--- src/rtl/btn_pkg.sv ---
// btn_pkg: shared types and constants for the button event generator.
//   btn_state_t        : FSM state encoding (IDLE, DOWN, HELD)
//   BTN_HOLD_DEFAULT   : long-press threshold, 1 s at the 50 MHz board clock
//   BTN_REPEAT_DEFAULT : auto-repeat period, 200 ms at the 50 MHz board clock
//   btn_max()          : helper used to size the hold/repeat counter
package btn_pkg;

  typedef enum logic [1:0] {
    IDLE = 2'd0,
    DOWN = 2'd1,
    HELD = 2'd2
  } btn_state_t;

  localparam int BTN_HOLD_DEFAULT   = 50_000_000;
  localparam int BTN_REPEAT_DEFAULT = 10_000_000;

  function automatic int btn_max(input int a, input int b);
    return (a > b) ? a : b;
  endfunction

endpackage

--- src/rtl/button_event_gen_if.sv ---
// button_event_gen_if: groups the debounced button level and the event
// outputs of button_event_gen.
//   btn_stable    : debounced button level (driven by master)
//   press_pulse   : one-cycle pulse on press
//   release_pulse : one-cycle pulse on release
//   click_pulse   : one-cycle pulse on release before the long-press time
//   long_pulse    : one-cycle pulse when the long-press time is reached
//   repeat_pulse  : one-cycle auto-repeat pulse while held
//   held          : level, high from long_pulse until release
// Modports: master = button source / event consumer, slave = event generator.
interface button_event_gen_if;

  logic btn_stable;
  logic press_pulse;
  logic release_pulse;
  logic click_pulse;
  logic long_pulse;
  logic repeat_pulse;
  logic held;

  modport master (
    output btn_stable,
    input  press_pulse, release_pulse, click_pulse, long_pulse, repeat_pulse, held
  );

  modport slave (
    input  btn_stable,
    output press_pulse, release_pulse, click_pulse, long_pulse, repeat_pulse, held
  );

endinterface

--- src/rtl/btn_hold_timer.sv ---
// btn_hold_timer: clearable up-counter with terminal-compare flags for the
// long-press and auto-repeat thresholds.
//   clk, rst   : system clock, async active-high reset
//   i_clr      : clear counter to 0 (wins over i_en)
//   i_en       : increment counter
//   o_hold_tc  : counter == HOLD_CYCLES-1
//   o_rep_tc   : counter == REPEAT_CYCLES-1 (only with BTN_AUTOREPEAT_EN)
// Macro BTN_AUTOREPEAT_EN: when undefined the repeat compare is not built.
module btn_hold_timer #(
  parameter int HOLD_CYCLES   = 8,
`ifdef BTN_AUTOREPEAT_EN
  parameter int REPEAT_CYCLES = 4,
`endif
  parameter int CNT_W         = 4
) (
  input  logic clk,
  input  logic rst,
  input  logic i_clr,
  input  logic i_en,
`ifdef BTN_AUTOREPEAT_EN
  output logic o_rep_tc,
`endif
  output logic o_hold_tc
);

  logic [CNT_W-1:0] r_cnt;

  always_ff @(posedge clk or posedge rst) begin
    if (rst) begin
      r_cnt <= '0;
    end else if (i_clr) begin
      r_cnt <= '0;
    end else if (i_en) begin
      r_cnt <= r_cnt + CNT_W'(1);
    end
  end

  assign o_hold_tc = (r_cnt == CNT_W'(HOLD_CYCLES - 1));

`ifdef BTN_AUTOREPEAT_EN
  assign o_rep_tc = (r_cnt == CNT_W'(REPEAT_CYCLES - 1));
`endif

endmodule

--- src/rtl/button_event_gen.sv ---
// button_event_gen: turns the debounced button level into one-cycle press,
// release, click, long-press and auto-repeat pulses plus a 'held' level.
//   clk, rst : system clock, async active-high reset
//   bus      : button_event_gen_if.slave (btn_stable in, event outputs out)
// Parameters: HOLD_CYCLES (>= 2), REPEAT_CYCLES (>= 1), CNT_W.
// Macro BTN_AUTOREPEAT_EN: defined -> auto-repeat in HELD; undefined ->
// repeat_pulse tied 0 and the counter parks at 0 while HELD.
//
// state | meaning
// IDLE  | button up, waiting for a press
// DOWN  | button down, timing towards the long-press threshold
// HELD  | long press reached, auto-repeating until release
module button_event_gen
  import btn_pkg::*;
#(
  parameter int HOLD_CYCLES   = BTN_HOLD_DEFAULT,
  parameter int REPEAT_CYCLES = BTN_REPEAT_DEFAULT,
  parameter int CNT_W         = $clog2(btn_max(HOLD_CYCLES, REPEAT_CYCLES) + 1)
) (
  input  logic               clk,
  input  logic               rst,
  button_event_gen_if.slave  bus
);

  localparam logic [1:0] ST_IDLE = 2'(IDLE);
  localparam logic [1:0] ST_DOWN = 2'(DOWN);
  localparam logic [1:0] ST_HELD = 2'(HELD);

  logic [1:0] r_state;
  logic       r_btn_prev;
  logic       r_press;
  logic       r_release;
  logic       r_click;
  logic       r_long;
  logic       r_repeat;
  logic       r_held;

  logic w_rise;
  logic w_fall;
  logic w_clr;
  logic w_en;
  logic w_hold_tc;
`ifdef BTN_AUTOREPEAT_EN
  logic w_rep_tc;
`endif

  assign w_rise = bus.btn_stable & ~r_btn_prev;
  assign w_fall = ~bus.btn_stable & r_btn_prev;

  // Counter is held clear in IDLE so DOWN always starts from 0, and is
  // cleared on every terminal count and every exit from DOWN/HELD.
  always_comb begin
    w_clr = 1'b1;
    w_en  = 1'b0;
    case (r_state)
      ST_DOWN: begin
        w_en  = 1'b1;
        w_clr = w_fall | w_hold_tc;
      end
      ST_HELD: begin
`ifdef BTN_AUTOREPEAT_EN
        w_en  = 1'b1;
        w_clr = w_fall | w_rep_tc;
`else
        w_clr = 1'b1;
`endif
      end
      default: begin
      end
    endcase
  end

  btn_hold_timer #(
    .HOLD_CYCLES   (HOLD_CYCLES),
`ifdef BTN_AUTOREPEAT_EN
    .REPEAT_CYCLES (REPEAT_CYCLES),
`endif
    .CNT_W         (CNT_W)
  ) u_timer (
    .clk       (clk),
    .rst       (rst),
    .i_clr     (w_clr),
    .i_en      (w_en),
`ifdef BTN_AUTOREPEAT_EN
    .o_rep_tc  (w_rep_tc),
`endif
    .o_hold_tc (w_hold_tc)
  );

  // Release is tested before the terminal flags so a release landing on a
  // terminal edge suppresses long/repeat.
  always_ff @(posedge clk or posedge rst) begin
    if (rst) begin
      r_state    <= ST_IDLE;
      r_btn_prev <= 1'b0;
      r_press    <= 1'b0;
      r_release  <= 1'b0;
      r_click    <= 1'b0;
      r_long     <= 1'b0;
      r_repeat   <= 1'b0;
      r_held     <= 1'b0;
    end else begin
      r_btn_prev <= bus.btn_stable;
      r_press    <= 1'b0;
      r_release  <= 1'b0;
      r_click    <= 1'b0;
      r_long     <= 1'b0;
      r_repeat   <= 1'b0;
      case (r_state)
        ST_IDLE: begin
          if (w_rise) begin
            r_state <= ST_DOWN;
            r_press <= 1'b1;
          end
        end
        ST_DOWN: begin
          if (w_fall) begin
            r_state   <= ST_IDLE;
            r_release <= 1'b1;
            r_click   <= 1'b1;
          end else if (w_hold_tc) begin
            r_state <= ST_HELD;
            r_long  <= 1'b1;
            r_held  <= 1'b1;
          end
        end
        ST_HELD: begin
          if (w_fall) begin
            r_state   <= ST_IDLE;
            r_release <= 1'b1;
            r_held    <= 1'b0;
          end
`ifdef BTN_AUTOREPEAT_EN
          else if (w_rep_tc) begin
            r_repeat <= 1'b1;
          end
`endif
        end
        default: begin
          r_state <= ST_IDLE;
          r_held  <= 1'b0;
        end
      endcase
    end
  end

  assign bus.press_pulse   = r_press;
  assign bus.release_pulse = r_release;
  assign bus.click_pulse   = r_click;
  assign bus.long_pulse    = r_long;
  assign bus.repeat_pulse  = r_repeat;
  assign bus.held          = r_held;

endmodule
--- src/flat_wrapper.sv ---
// flat-port wrapper written by rule: the top's interface ports become plain ports
module button_event_gen_flat import btn_pkg::*;
#(
  parameter int HOLD_CYCLES   = BTN_HOLD_DEFAULT,
  parameter int REPEAT_CYCLES = BTN_REPEAT_DEFAULT,
  parameter int CNT_W         = $clog2(btn_max(HOLD_CYCLES, REPEAT_CYCLES) + 1)
)
  (clk, rst, bus_btn_stable, bus_press_pulse, bus_release_pulse, bus_click_pulse, bus_long_pulse, bus_repeat_pulse, bus_held);
  button_event_gen_if bus_i ();
  input  logic clk;
  input  logic rst;
  input wire logic [$bits(bus_i.btn_stable)-1:0] bus_btn_stable;
  output wire logic [$bits(bus_i.press_pulse)-1:0] bus_press_pulse;
  output wire logic [$bits(bus_i.release_pulse)-1:0] bus_release_pulse;
  output wire logic [$bits(bus_i.click_pulse)-1:0] bus_click_pulse;
  output wire logic [$bits(bus_i.long_pulse)-1:0] bus_long_pulse;
  output wire logic [$bits(bus_i.repeat_pulse)-1:0] bus_repeat_pulse;
  output wire logic [$bits(bus_i.held)-1:0] bus_held;
  assign bus_i.btn_stable = bus_btn_stable;
  assign bus_press_pulse = bus_i.press_pulse;
  assign bus_release_pulse = bus_i.release_pulse;
  assign bus_click_pulse = bus_i.click_pulse;
  assign bus_long_pulse = bus_i.long_pulse;
  assign bus_repeat_pulse = bus_i.repeat_pulse;
  assign bus_held = bus_i.held;
  button_event_gen #(.HOLD_CYCLES(HOLD_CYCLES), .REPEAT_CYCLES(REPEAT_CYCLES), .CNT_W(CNT_W)) u_core (.clk(clk), .rst(rst), .bus(bus_i));
endmodule
--- config.mk ---
export PLATFORM = sky130hd
export DESIGN_NAME = button_event_gen_flat
export DESIGN_NICKNAME = d
export VERILOG_FILES = /design/src/rtl/btn_pkg.sv /design/src/rtl/button_event_gen_if.sv /design/src/rtl/btn_hold_timer.sv /design/src/rtl/button_event_gen.sv /design/src/flat_wrapper.sv
export SDC_FILE = /design/constraint.sdc
export NUM_CORES = 1
export LEC_CHECK = 0
export CAP_MARGIN = 10
export CORE_MARGIN = 8
export CORE_UTILIZATION = 35
export DETAILED_ROUTE_END_ITERATION = 12
export RECOVER_POWER = 50
export SYNTH_ARGS = -nofsm -noshare
export SYNTH_HDL_FRONTEND = slang
export SYNTH_SLANG_ARGS = --single-unit
--- constraint.sdc ---
create_clock -name clk -period 2.48 [get_ports clk]
set_input_delay 0.248 -clock clk [delete_from_list [all_inputs] [get_ports clk]]
set_output_delay 0.248 -clock clk [all_outputs]
set_load 0.03 [all_outputs]
After elaboration in Yosys (flattened, before gate mapping) --
Index checks and enable logic that the tools add are counted.
Cells by class: muxes and demuxes 21, bitwise operators 6, reductions and logical operators 5, $add $sub $neg 1, equal/unequal tests 8
Operator list (count):
- $mux 26 | 2
- $add 26x1->26 const B | 1
- $eq 26x26->1 const B | 1
- $mux 1 | 13
- $mux 2 | 4
- $ne 2x1->1 const B | 3
- $pmux 2 s3 | 1
- $reduce_and 4->1 | 1
- $ne 3x1->1 const B | 1
- $not 1->1 | 3
- $pmux 1 s3 | 1
- $reduce_and 3->1 | 1
- $and 1x1->1 | 2
- $eq 2x1->1 const B | 1
- $eq 2x2->1 const B | 1
- $logic_not 2->1 | 1
- $ne 2x2->1 const B | 1
- $reduce_bool 2->1 | 1
- $reduce_or 2->1 | 1
- $or 1x1->1 | 1
Word-level totals: bits in registers 34, word-level logic and storage cells 49

Logic depth before layout (Yosys ltp) --
Gate-level depths: netlist (run 1).
depth after elaboration 5, depth in mapped cells 7, gate-level depth less buffers 6

Hierarchy --
A second synthesis (run 1) with hierarchy kept.
Unflattened totals: cell total of the unflattened synthesis 191, area total of the unflattened synthesis 1913.1 µm²
By module, submodules not included:
- btn_hold_timer | cells an instance 149, times used 1, area an instance 1453.9 µm², seq. area each 650.6 µm²
- button_event_gen | cells an instance 42, times used 1, area an instance 459.2 µm², seq. area each 200.2 µm²

Worst setup path before layout (run 1) --
OpenSTA, ideal clock, no wires.
kind register to register, start reg u_core.u_timer.r_cnt[0], end reg u_core.u_timer.r_cnt[11], setup slack 0.671 ns, stages on the path, launching flop included 7, data arrival time 1.677 ns, library setup time 0.132 ns, path through dfrtp_1 ha_1 and2_1 nand4_1 o21ai_1 clkbuf_1 nor2_1
On the way: word-level cells in the longest chain between the ends 4, elaborated cells on any way between the ends 7, classes of those cells add/sub: 1; eq/ne: 1; mux: 3; bitwise: 1; reduce/logical: 1
RTL lines:
- start, declared | RTL line btn_hold_timer.sv:26 | logic [CNT_W-1:0] r_cnt;
- start signal, assigned | RTL line btn_hold_timer.sv:34 | r_cnt <= r_cnt + CNT_W'(1);
- parallel branches: the longest is 4 deep, another holds $add 26x1->26
Several ways; the timed one is not identified. The select of a mux whose other input is x is not followed. A chain may end at the register's enable or synchronous reset.

Worst setup path in the final report (run 1) --
start reg u_core.u_timer.r_cnt[6], end reg u_core.u_timer.r_cnt[25]
Same word-level chain as after synthesis.

==> results of run 1 <==
registers in the layout, indices dropped and copies added (netlist names):
register / flops
u_core.r_btn_prev: 1
u_core.bus.held: 1
u_core.bus.press_pulse: 1
u_core.bus.click_pulse: 1
u_core.u_timer.r_cnt: 26
u_core.r_state: 2
u_core.bus.release_pulse: 1
u_core.bus.long_pulse: 1
cell usage after synthesis (3+ instances only):
cell / count
sky130_fd_sc_hd__ha_1: 4
sky130_fd_sc_hd__and3_1: 4
sky130_fd_sc_hd__nor3_1: 4
sky130_fd_sc_hd__and4_1: 3
sky130_fd_sc_hd__or4_1: 6
sky130_fd_sc_hd__nand4_1: 7
sky130_fd_sc_hd__dfrtp_1: 34
sky130_fd_sc_hd__xor2_1: 8
sky130_fd_sc_hd__o31ai_1: 4
sky130_fd_sc_hd__a21oi_1: 13
sky130_fd_sc_hd__inv_1: 6
sky130_fd_sc_hd__nand3_2: 3
sky130_fd_sc_hd__nor2_1: 16
sky130_fd_sc_hd__or3_1: 7
sky130_fd_sc_hd__nand2_1: 9
sky130_fd_sc_hd__nand3_1: 12
sky130_fd_sc_hd__xnor2_1: 3
sky130_fd_sc_hd__o21ai_0: 9
sky130_fd_sc_hd__and2_1: 4
metrics by stage:
| step | hold slack (ns) | power, mW | setup WS, ns | std cells | utilization (%) |
|---|---|---|---|---|---|
| CTS | 0.259 | 1.52 | 0.505 | 268 | 41.5 |
| global route | 0.436 | 1.58 | 0.404 | 268 | 41.5 |
| finish | 0.376 | 1.50 | 0.511 | 268 | 41.5 |
| floorplan | 0.279 | 0.787 | 0.671 | 185 | - |
| detailed placement | 0.512 | 0.880 | 0.495 | 260 | 38.7 |
| global placement | 0.505 | 0.883 | 0.549 | 260 | 38.7 |
power by group:
part           total (mW)  switching [mW]  internal [mW]
clock               0.638           0.209          0.429
combinational       0.252           0.165         0.0870
sequential          0.614          0.0276          0.586
total                1.50           0.401           1.10
metal layers:
metal | wire [um] | track usage, % | vias up
met5 | 0 | 0 | -
met4 | 68 | 3.75 | 0
met3 | 117 | 3.94 | 8
met2 | 1750 | 17.3 | 17
met1 | 1940 | 14.8 | 684
li1 | - | - | 706
path summary, 6_finish.rpt:
path	from	to	slack, ns	cells after the start
worst max-delay path	u_core.u_timer.r_cnt[6]$_DFFE_PP0P_	u_core.u_timer.r_cnt[25]$_DFFE_PP0P_	0.51	4
worst min-delay path	rst	u_core.u_timer.r_cnt[14]$_DFFE_PP0P_	0.38	2
worst max register to register	u_core.u_timer.r_cnt[6]$_DFFE_PP0P_	u_core.u_timer.r_cnt[25]$_DFFE_PP0P_	0.51	4
worst min register to register	u_core.u_timer.r_cnt[0]$_DFFE_PP0P_	u_core.u_timer.r_cnt[0]$_DFFE_PP0P_	0.52	1
max in group asynchronous	rst	u_core.u_timer.r_cnt[1]$_DFFE_PP0P_	1.17	3
min in group clk	u_core.u_timer.r_cnt[0]$_DFFE_PP0P_	u_core.u_timer.r_cnt[0]$_DFFE_PP0P_	0.52	1
layout make-up:
cell class	instances	area [um2]	area share, %
Sequential cell	34	851	40.7
Inverter	6	22.5	1.08
Clock inverter	2	60.1	2.87
Clock buffer	6	82.6	3.95
Tap cell	70	87.6	4.19
Timing Repair Buffer	10	90.1	4.31
Multi-Input combinational cell	140	897	42.9
cell families after synthesis:
kind of cell / share of synthesized area (%)
AOI/OAI and AO/OA: 11.9
and+or+nand+nor: 29.5
adders and majority gates: 2.78
buffers and inverters: 2.99
DFF: 47.2
other: 0.208
xor gates and xnor gates: 5.35
worst max-delay path: stages (launching register included):
cell                      delay [ns]
sky130_fd_sc_hd__dfrtp_1        0.46
sky130_fd_sc_hd__nand3_2        0.14
sky130_fd_sc_hd__or4_4          0.62
sky130_fd_sc_hd__or4_1          0.53
sky130_fd_sc_hd__a21oi_1        0.15
==> out/results.tsv, run 1 <==
metric	value	unit
run status	complete, no violations	
gp weighted congestion	0.772	
clock latency on the worst-skew pair	0.29	ns
number of storage elements in the synthesis netlist	34	
top library cells by usage in the layout, fill and taps aside	sky130_fd_sc_hd__dfrtp_1 (34), sky130_fd_sc_hd__nor2_1 (16), sky130_fd_sc_hd__a21oi_1 (13)	
Clock transition at path regs	0.07	ns
CTS H-tree lvls	2	
total gr overflow	0	
number of flops mapped to enable cells by yosys	0	
total count of max-transition violations in the final report	0	
DRC	0	
wire length of the first global-routing pass	6730	um
cell types with the largest area share after synthesis	sky130_fd_sc_hd__dfrtp_1 (47%), sky130_fd_sc_hd__xor2_1 (3.9%), sky130_fd_sc_hd__a21oi_1 (3.6%), sky130_fd_sc_hd__nand3_1 (3.3%), sky130_fd_sc_hd__nor2_1 (3.3%)	
detailed placer's ending HPWL	2800	um
Critical Path Sink Type	register	
post-synthesis sequential area ratio	47.2	%
post-cts repair resize count	0	
Total Wirelength	3880	um
area enclosed by the die boundary	7700	um2
CTS Buffer Depth	2	
category of the critical setup timing path	reg -> reg	
cell type contributing the most total cell area after synthesis	sky130_fd_sc_hd__dfrtp_1	
mean instance size in the synthesized netlist	9.74	um2
Worst Clk Skew	0.00860	ns
count of buffers inserted at the top-level ports	7	
Slew HR	59.3	%
total number of placement rows	26	
post-synthesis instance area	1800	um2
Final period util	79.4	%
number of vias per cell	5.28	
Hold Violations, Final	0	
setup repair after global routing missed its margin	false	
number of DRC violations after detailed-routing iteration 0	51	
number of global-route vias before repair	1396	
biggest fanout along the worst timing path	14	
nets@finish	204	
PD cells	719	nW/um2
layout overhead on the synthesized area	16.0	%
# clock sinks	34	
share of synthesized registers carrying an async set or reset	100	%
slew of the pin with the lowest slew margin	0.610	ns
max frequency	508	MHz
gr usage total	11.4	%
peak supply drop	0.349	mV
ANT cells	0	
Core Box Area	5040	um2
final design area excluding fillers	2090	um2
number of detailed-routing iterations run before antenna repair	4	
nature of the critical path startpoint	register	
most common library cell in the layout ignoring fill and taps	sky130_fd_sc_hd__dfrtp_1	
worst min path class	in -> async	
DP Area	1950	um2
Netlist cell types	45	
number of ports placed on the die boundary	9	
number of inserted filler cells in the final layout	515	
share of layout cells above drive strength 1	9.60	%
endpoints failing setup	0	
most frequently used flop master after synthesis	sky130_fd_sc_hd__dfrtp_1	
effective utilization at floorplan	35.7	%
Max Cap Viol	0	
maximum number of pins on one net before global-route repair	25	
required arrival time at the worst endpoint	2.70	ns
post-detailed-route count of antenna-violating nets	0	
share of the synthesized area in the top cell type	47.2	%
number of buffers inserted by post-CTS setup repair	0	
CTS Root Cell	sky130_fd_sc_hd__clkbuf_8	
cell count after synthesis	185	
routed len/inst	14.5	um
number of antenna violations at the first check in global routing	0	
CTS hold repair buffers	0	
Die Y-Extent	87.8	um
setup TNS	0	ns
static leakage power	0.812	nW
CTS tree	built	
final critical-path required period	1.97	ns
number of buffers created by CTS	5	
net count of the mapped netlist	192	
Warnings, synthesis	0	
number of vias after detailed routing	1415	
DIE WIDTH	87.8	um
data arrival time at the worst-slack endpoint	2.19	ns
(Power assumes the default switching activity.)
==> inputs of run 2 (changes only) <==
==> constraint.sdc (replaced) <==
create_clock -name clk -period 1.7 [get_ports clk]
set_input_delay 0.17 -clock clk [delete_from_list [all_inputs] [get_ports clk]]
set_output_delay 0.17 -clock clk [all_outputs]
set_load 0.03 [all_outputs]
==> run 2 against run 1 <==
The run now ends with negative setup slack left. Clock skew fell by 0.0059 ns. Routed wire length increased by 14%. Register-to-register slack lost 0.61 ns. Cell area is 19% higher. Critical path depth is 1 higher. Flip-flop and latch count stayed put. Global-route usage up 0.91 points. Non-clock buffer count increased by 42. Clock power up 15%. Worst setup slack got worse by 0.61 ns.
==> out/results.tsv, run 2 (synthesis gave the netlist of run 1 again) <==
metric	value	unit
run status	complete, but fails checks	
violations in the final reports	negative setup slack	
DIE WIDTH	87.8	um
Critical Path Sink Type	register	
Worst Slack Setup Final	-0.0974	ns
Worst Clk Skew	0.00266	ns
Biggest register	u_core.u_timer.r_cnt	
CTS Root Cell	sky130_fd_sc_hd__clkbuf_8	
hold-critical path depth	1	
worst min path class	reg -> reg	
peak supply drop	0.520	mV
number of buffers created by CTS	5	
layout overhead on the synthesized area	38.4	%
origin of the worst min-delay path	u_core.u_timer.r_cnt[12]$_DFFE_PP0P_	
number of flip-flops under the largest register name	26	
CTS Buffer Depth	2	
cell count of the worst reg-to-reg path	5	
worst-case setup slack after placement	-0.123	ns
post-detailed-route count of antenna-violating nets	0	
biggest fanout along the worst timing path	11	
wire length of the first global-routing pass	7200	um
DRC	0	
CTS tree	built	
setup repair after global routing missed its margin	true	
source of the worst register-to-register timing path	u_core.u_timer.r_cnt[4]$_DFFE_PP0P_	
share of layout cells above drive strength 1	32.5	%
hold-critical path endpoint	u_core.u_timer.r_cnt[12]$_DFFE_PP0P_	
number of inserted filler cells in the final layout	485	
number of antenna violations at the first check in global routing	0	
Clock transition at path regs	0.07	ns
data arrival time at the worst-slack endpoint	2.02	ns
slew of the pin with the lowest slew margin	1.10	ns
CTS hold repair buffers	0	
number of DRC violations after detailed-routing iteration 0	97	
number of vias per cell	5.18	
Slew HR	26.4	%
total count of max-transition violations in the final report	0	
setup TNS	-0.443	ns
maximum number of pins on one net before global-route repair	21	
Max Cap Viol	0	
Total Wirelength	4430	um
final critical-path required period	1.80	ns
# clock sinks	34	
number of cells after detailed placement	294	
detailed placer's ending HPWL	3230	um
most common library cell in the layout ignoring fill and taps	sky130_fd_sc_hd__buf_4	
CTS H-tree lvls	2	
Hold Violations, Final	0	
number of ports placed on the die boundary	9	
Core Box Area	5040	um2
gp weighted congestion	0.804	
Top Registers	u_core.u_timer.r_cnt: 26 flops, u_core.r_state: 2 flops	
setup slack of the most critical reg-to-reg path	-0.1	ns
number of global-route vias before repair	1505	
static leakage power	1.03	nW
count of buffers inserted at the top-level ports	7	
Worst setup startpoint	u_core.u_timer.r_cnt[4]$_DFFE_PP0P_	
total number of placement rows	26	
max frequency	556	MHz
number of detailed-routing iterations run before antenna repair	4	
ANT cells	0	
total gr overflow	0	
gr usage total	12.4	%
routed len/inst	14.3	um
PD cells	863	nW/um2
number of vias after detailed routing	1607	
Final period util	106	%
endpoints failing setup	7	
area enclosed by the die boundary	7700	um2
r2r endpoint	u_core.u_timer.r_cnt[25]$_DFFE_PP0P_	
nature of the critical path startpoint	register	
category of the critical setup timing path	reg -> reg	
share of the core filled with cells	49.5	%
top library cells by usage in the layout, fill and taps aside	sky130_fd_sc_hd__buf_4 (40), sky130_fd_sc_hd__dfrtp_1 (32), sky130_fd_sc_hd__nor2_1 (16)	
nets@finish	246	
effective utilization at floorplan	35.7	%
Die Y-Extent	87.8	um
clock latency on the worst-skew pair	0.29	ns
required arrival time at the worst endpoint	1.92	ns
filler-free cell count of the finished design	310	
hold slack final	0.514	ns
==> run 2: worst max path at each step <==
| stage | endpoint | slack [ns] | cells past startpoint |
|---|---|---|---|
| final | u_core.u_timer.r_cnt[25]$_DFFE_PP0P_ | -0.1 | 5 |
| after global placement | u_core.u_timer.r_cnt[23]$_DFFE_PP0P_ | -0.04 | 4 |
| after CTS | u_core.u_timer.r_cnt[25]$_DFFE_PP0P_ | -0.11 | 5 |
| after floorplan | u_core.u_timer.r_cnt[23]$_DFFE_PP0P_ | -0.02 | 4 |
| after global routing | u_core.u_timer.r_cnt[19]$_DFFE_PP0P_ | -0.17 | 5 |
| after detailed placement | u_core.u_timer.r_cnt[23]$_DFFE_PP0P_ | -0.12 | 4 |
==> run 2: power by group <==
group	internal (mW)	switching, mW
registers	0.855	0.0429
clock network	0.431	0.304
logic	0.224	0.294
total	1.51	0.641
==> run 2: cell type report <==
class / count / area (um2) / area share, %
Multi-Input combinational cell: 140 / 1000 / 40.1
Clock inverter: 3 / 40.0 / 1.61
Timing Repair Buffer: 52 / 420 / 16.9
Sequential cell: 34 / 853 / 34.2
Inverter: 6 / 22.5 / 0.903
Clock buffer: 5 / 68.8 / 2.76
Tap cell: 70 / 87.6 / 3.51
==> run 2: per-layer routing <==
metal / vias to the layer above / GRT usage, % / part of all wire (%)
li1: 792 / - / -
met1: 783 / 15.3 / 46
met2: 25 / 19.7 / 48
met3: 7 / 3.10 / 4.4
met4: 0 / 5.63 / 1.6
met5: - / 0 / 0
==> run 2: critical path, stage by stage (launching register included) <==
cell and delay, ns:
sky130_fd_sc_hd__dfrtp_1 0.36, sky130_fd_sc_hd__nand3_2 0.11, sky130_fd_sc_hd__or4_4 0.57, sky130_fd_sc_hd__buf_12 0.15, sky130_fd_sc_hd__or4_4 0.41, sky130_fd_sc_hd__a21oi_2 0.12
==> run 2: repair_timing <==
action                                  4_1_cts  5_1_grt
pin swaps                                     4        7
buffers inserted                              4        5
resized for setup                             6       19
endpoints found under the setup margin       13       24
==> run 2: metrics by stage <==
step	instance area (um2)	total power, mW
2_1_floorplan	1820	1.17
3_3_place_gp	2220	1.40
3_5_place_dp	2220	1.40
4_1_cts	2400	2.16
5_1_grt	2490	2.28
6_report	2490	2.15
==> inputs of run 3 (changes only) <==
--- a/config.mk
+++ b/config.mk
@@ -12,4 +12,5 @@
 export RECOVER_POWER = 50
 export SYNTH_ARGS = -nofsm -noshare
 export SYNTH_HDL_FRONTEND = slang
+export SYNTH_HIERARCHICAL = 1
 export SYNTH_SLANG_ARGS = --single-unit
==> run 3 against run 2 <==
Register-to-register slack lost 0.69 ns. Clock power is 2% lower. Count of clock-buffer cells in the layout is the same. The run still ends with negative setup slack left. Worst setup slack worse by 0.69 ns. Flip-flop and latch count is the same. Utilization increased by 0.82 points. Maximum frequency is 28% lower. Non-clock buffer count increased by 5.
==> out/results.tsv, run 3 <==
metric	value	unit
run status	complete, but fails checks	
violations in the final reports	negative setup slack	
max frequency	402	MHz
category of the critical setup timing path	reg -> reg	
net count of the mapped netlist	199	
number of detailed-routing iterations run before antenna repair	4	
number of storage elements in the synthesis netlist	34	
peak supply drop	0.307	mV
CTS Buffer Depth	2	
gp weighted congestion	0.751	
clock latency on the worst-skew pair	0.28	ns
post-detailed-route count of antenna-violating nets	0	
slew of the pin with the lowest slew margin	0.677	ns
area taken by flip-flops and latches	851	um2
number of antenna violations at the first check in global routing	0	
Critical Path Sink Type	register	
cell types with the largest area share after synthesis	sky130_fd_sc_hd__dfrtp_1 (44%), sky130_fd_sc_hd__or4_1 (4.7%), sky130_fd_sc_hd__xor2_1 (4.6%), sky130_fd_sc_hd__o31ai_1 (4.3%), sky130_fd_sc_hd__a21oi_1 (3.4%)	
biggest fanout along the worst timing path	13	
final critical-path required period	2.49	ns
Total Wirelength	4550	um
number of vias per cell	5.21	
Die Y-Extent	89.9	um
CTS tree	built	
cell type contributing the most total cell area after synthesis	sky130_fd_sc_hd__dfrtp_1	
multiplexer share of the synthesized area	1.70	%
most frequent cell on the critical path	sky130_fd_sc_hd__or4_4	
endpoints failing setup	29	
# clock sinks	34	
share of layout cells above drive strength 1	41.2	%
effective utilization at floorplan	35.4	%
Clock transition at path regs	0.07	ns
total count of max-transition violations in the final report	0	
count of buffers inserted at the top-level ports	7	
static leakage power	1.17	nW
DRC	0	
layout overhead on the synthesized area	42.1	%
number of vias after detailed routing	1642	
setup repair after global routing missed its margin	true	
most frequently used flop master after synthesis	sky130_fd_sc_hd__dfrtp_1	
number of global-route vias before repair	1692	
filler-free cell count of the finished design	315	
most common library cell in the layout ignoring fill and taps	sky130_fd_sc_hd__buf_4	
Worst Slack Setup Final	-0.785	ns
Biggest register	u_core/u_timer/r_cnt	
nature of the critical path startpoint	register	
Warnings, synthesis	6	
number of buffers created by CTS	5	
highest-delay cell along the critical path	sky130_fd_sc_hd__or4_4	
Compound-Gate Fraction of Synth Area	12.8	%
area share of fa/ha/maj cells after synthesis	3.27	%
data arrival time at the worst-slack endpoint	2.70	ns
worst min path class	in -> async	
most repeated cell in the gate-level netlist after synthesis	sky130_fd_sc_hd__dfrtp_1	
Largest stage delay, worst path	0.55	ns
routed len/inst	14.4	um
Final period util	146	%
wire length of the first global-routing pass	7980	um
area enclosed by the die boundary	8090	um2
CTS Root Cell	sky130_fd_sc_hd__clkbuf_8	
Netlist cell types	44	
top library cells by usage in the layout, fill and taps aside	sky130_fd_sc_hd__buf_4 (42), sky130_fd_sc_hd__dfrtp_1 (34), sky130_fd_sc_hd__nor2_1 (15)	
PD cells	897	nW/um2
post-synthesis instance area	1910	um2
nets@finish	250	
CTS hold repair buffers	0	
total number of placement rows	27	
number of flops mapped to enable cells by yosys	0	
number of inserted filler cells in the final layout	482	
post-synthesis sequential area ratio	44.5	%
number of DRC violations after detailed-routing iteration 0	63	
Slew HR	54.9	%
required arrival time at the worst endpoint	1.91	ns
setup TNS	-12.27	ns
Max Cap Viol	0	
Hold Violations, Final	0	
number of ports placed on the die boundary	9	
simple logic cell fraction of the synthesized area	26.4	%
Worst Clk Skew	0.00624	ns
Top Registers	u_core/u_timer/r_cnt: 26 flops, u_core/r_state: 2 flops	
total gr overflow	0	
largest family of logic cells by synthesized area	simple AND/OR/NAND/NOR gates	
number of flip-flops under the largest register name	26	
cell count after synthesis	191	
total area of multi-input combinational cells	1110	um2
detailed placer's ending HPWL	2780	um
mean instance size in the synthesized netlist	10.0	um2
DIE WIDTH	89.9	um
gr usage total	11.7	%
synthesized-area fraction occupied by xor and xnor cells	5.04	%
maximum number of pins on one net before global-route repair	27	
share of the synthesized area in the top cell type	44.5	%
Core Box Area	5410	um2
CTS H-tree lvls	2	
most numerous cell types in the synthesized netlist	sky130_fd_sc_hd__dfrtp_1 (34), sky130_fd_sc_hd__nor2_1 (15), sky130_fd_sc_hd__a21oi_1 (13)	
number of cells after detailed placement	297	
cell-by-cell trace of the critical path	or4_4 -> nor4_4 -> nor2b_2 -> nand2_2 -> o2111a_2 -> nand3_4 -> buf_12 -> or4_4 -> a21oi_2	
ANT cells	0	
share of synthesized registers carrying an async set or reset	100	%
[run 3: changes by cell type after synthesis, sizes merged, moves of 5 or more]
cell   change
or3        -6
buf        +5
nand3      -6
or4        +5
o21ai      -9
o31ai      +7
[run 3: metal layers]
metal | routed length [um] | global-route usage [%]
met5 | 0 | 0
met4 | 91 | 4.72
met3 | 108 | 2.00
met2 | 2200 | 19.9
met1 | 2150 | 14.4
[run 3: path summary, 6_finish.rpt]
check | slack [ns] | to | cells past startpoint | start
min in group clk | 0.51 | u_core/r_btn_prev$_DFF_PP0_ | 2 | bus_btn_stable
setup / recovery | -0.79 | u_core/u_timer/r_cnt[18]$_DFFE_PP0P_ | 9 | u_core/u_timer/r_cnt[10]$_DFFE_PP0P_
max in group asynchronous | 0.72 | u_core/u_timer/r_cnt[10]$_DFFE_PP0P_ | 3 | rst
setup reg to reg | -0.79 | u_core/u_timer/r_cnt[18]$_DFFE_PP0P_ | 9 | u_core/u_timer/r_cnt[10]$_DFFE_PP0P_
hold / removal | 0.30 | u_core/bus.click_pulse$_DFF_PP0_ | 2 | rst
hold reg to reg | 0.54 | u_core/u_timer/r_cnt[6]$_DFFE_PP0P_ | 2 | u_core/u_timer/r_cnt[6]$_DFFE_PP0P_
[run 3: logic make-up after synthesis]
kind of cell / after synthesis
AO/OA/AOI/OAI: 35
XOR/XNOR: 11
adder cells (fa/ha/maj): 5
buffers and inverters: 21
flip-flops: 34
multiplexers: 3
other: 1
AND/OR/NAND/NOR: 81
[run 3: power by group]
| part | switching [mW] | internal (mW) |
|---|---|---|
| clock network | 0.291 | 0.431 |
| logic | 0.425 | 0.412 |
| registers | 0.0227 | 0.856 |
[run 3: worst max-delay path: cells and delay by family (launching register included)]
kind / cells / cell delay, ns
buffers and inverters: 1 / 0.16
DFF: 1 / 0.38
and+or+nand+nor: 6 / 1.49
AOI/OAI and AO/OA: 2 / 0.38
[run 3: cell type report]
type                       count  share of cell area [%]
clock buffer                   5                    2.53
clock inverter                 3                    1.47
inverter                       8                    1.10
multi-input combinational    136                    40.9
sequential                    34                    31.3
tap                           72                    3.31
timing repair buffer          57                    19.3
[run 3: per-stage QoR]
stage,worst slack (ns),util [%],hold WS (ns),total power [mW],cell area [um2]
CTS,-0.771,48.9,0.166,2.44,2650
floorplan,-0.890,-,-0.0143,1.30,1960
global placement,-0.891,43.1,0.461,1.50,2330
finish,-0.785,50.3,0.295,2.44,2720
global route,-0.846,50.3,0.327,2.57,2720
detailed placement,-0.988,43.1,0.464,1.50,2330
[run 3: timing repair]
item,4_1_cts,5_1_grt
gates cloned,3,0
resized for setup,15,21
buffers inserted,10,4
pin swaps,15,5
setup endpoints to repair,30,29
endpoints found under the hold margin,0,0
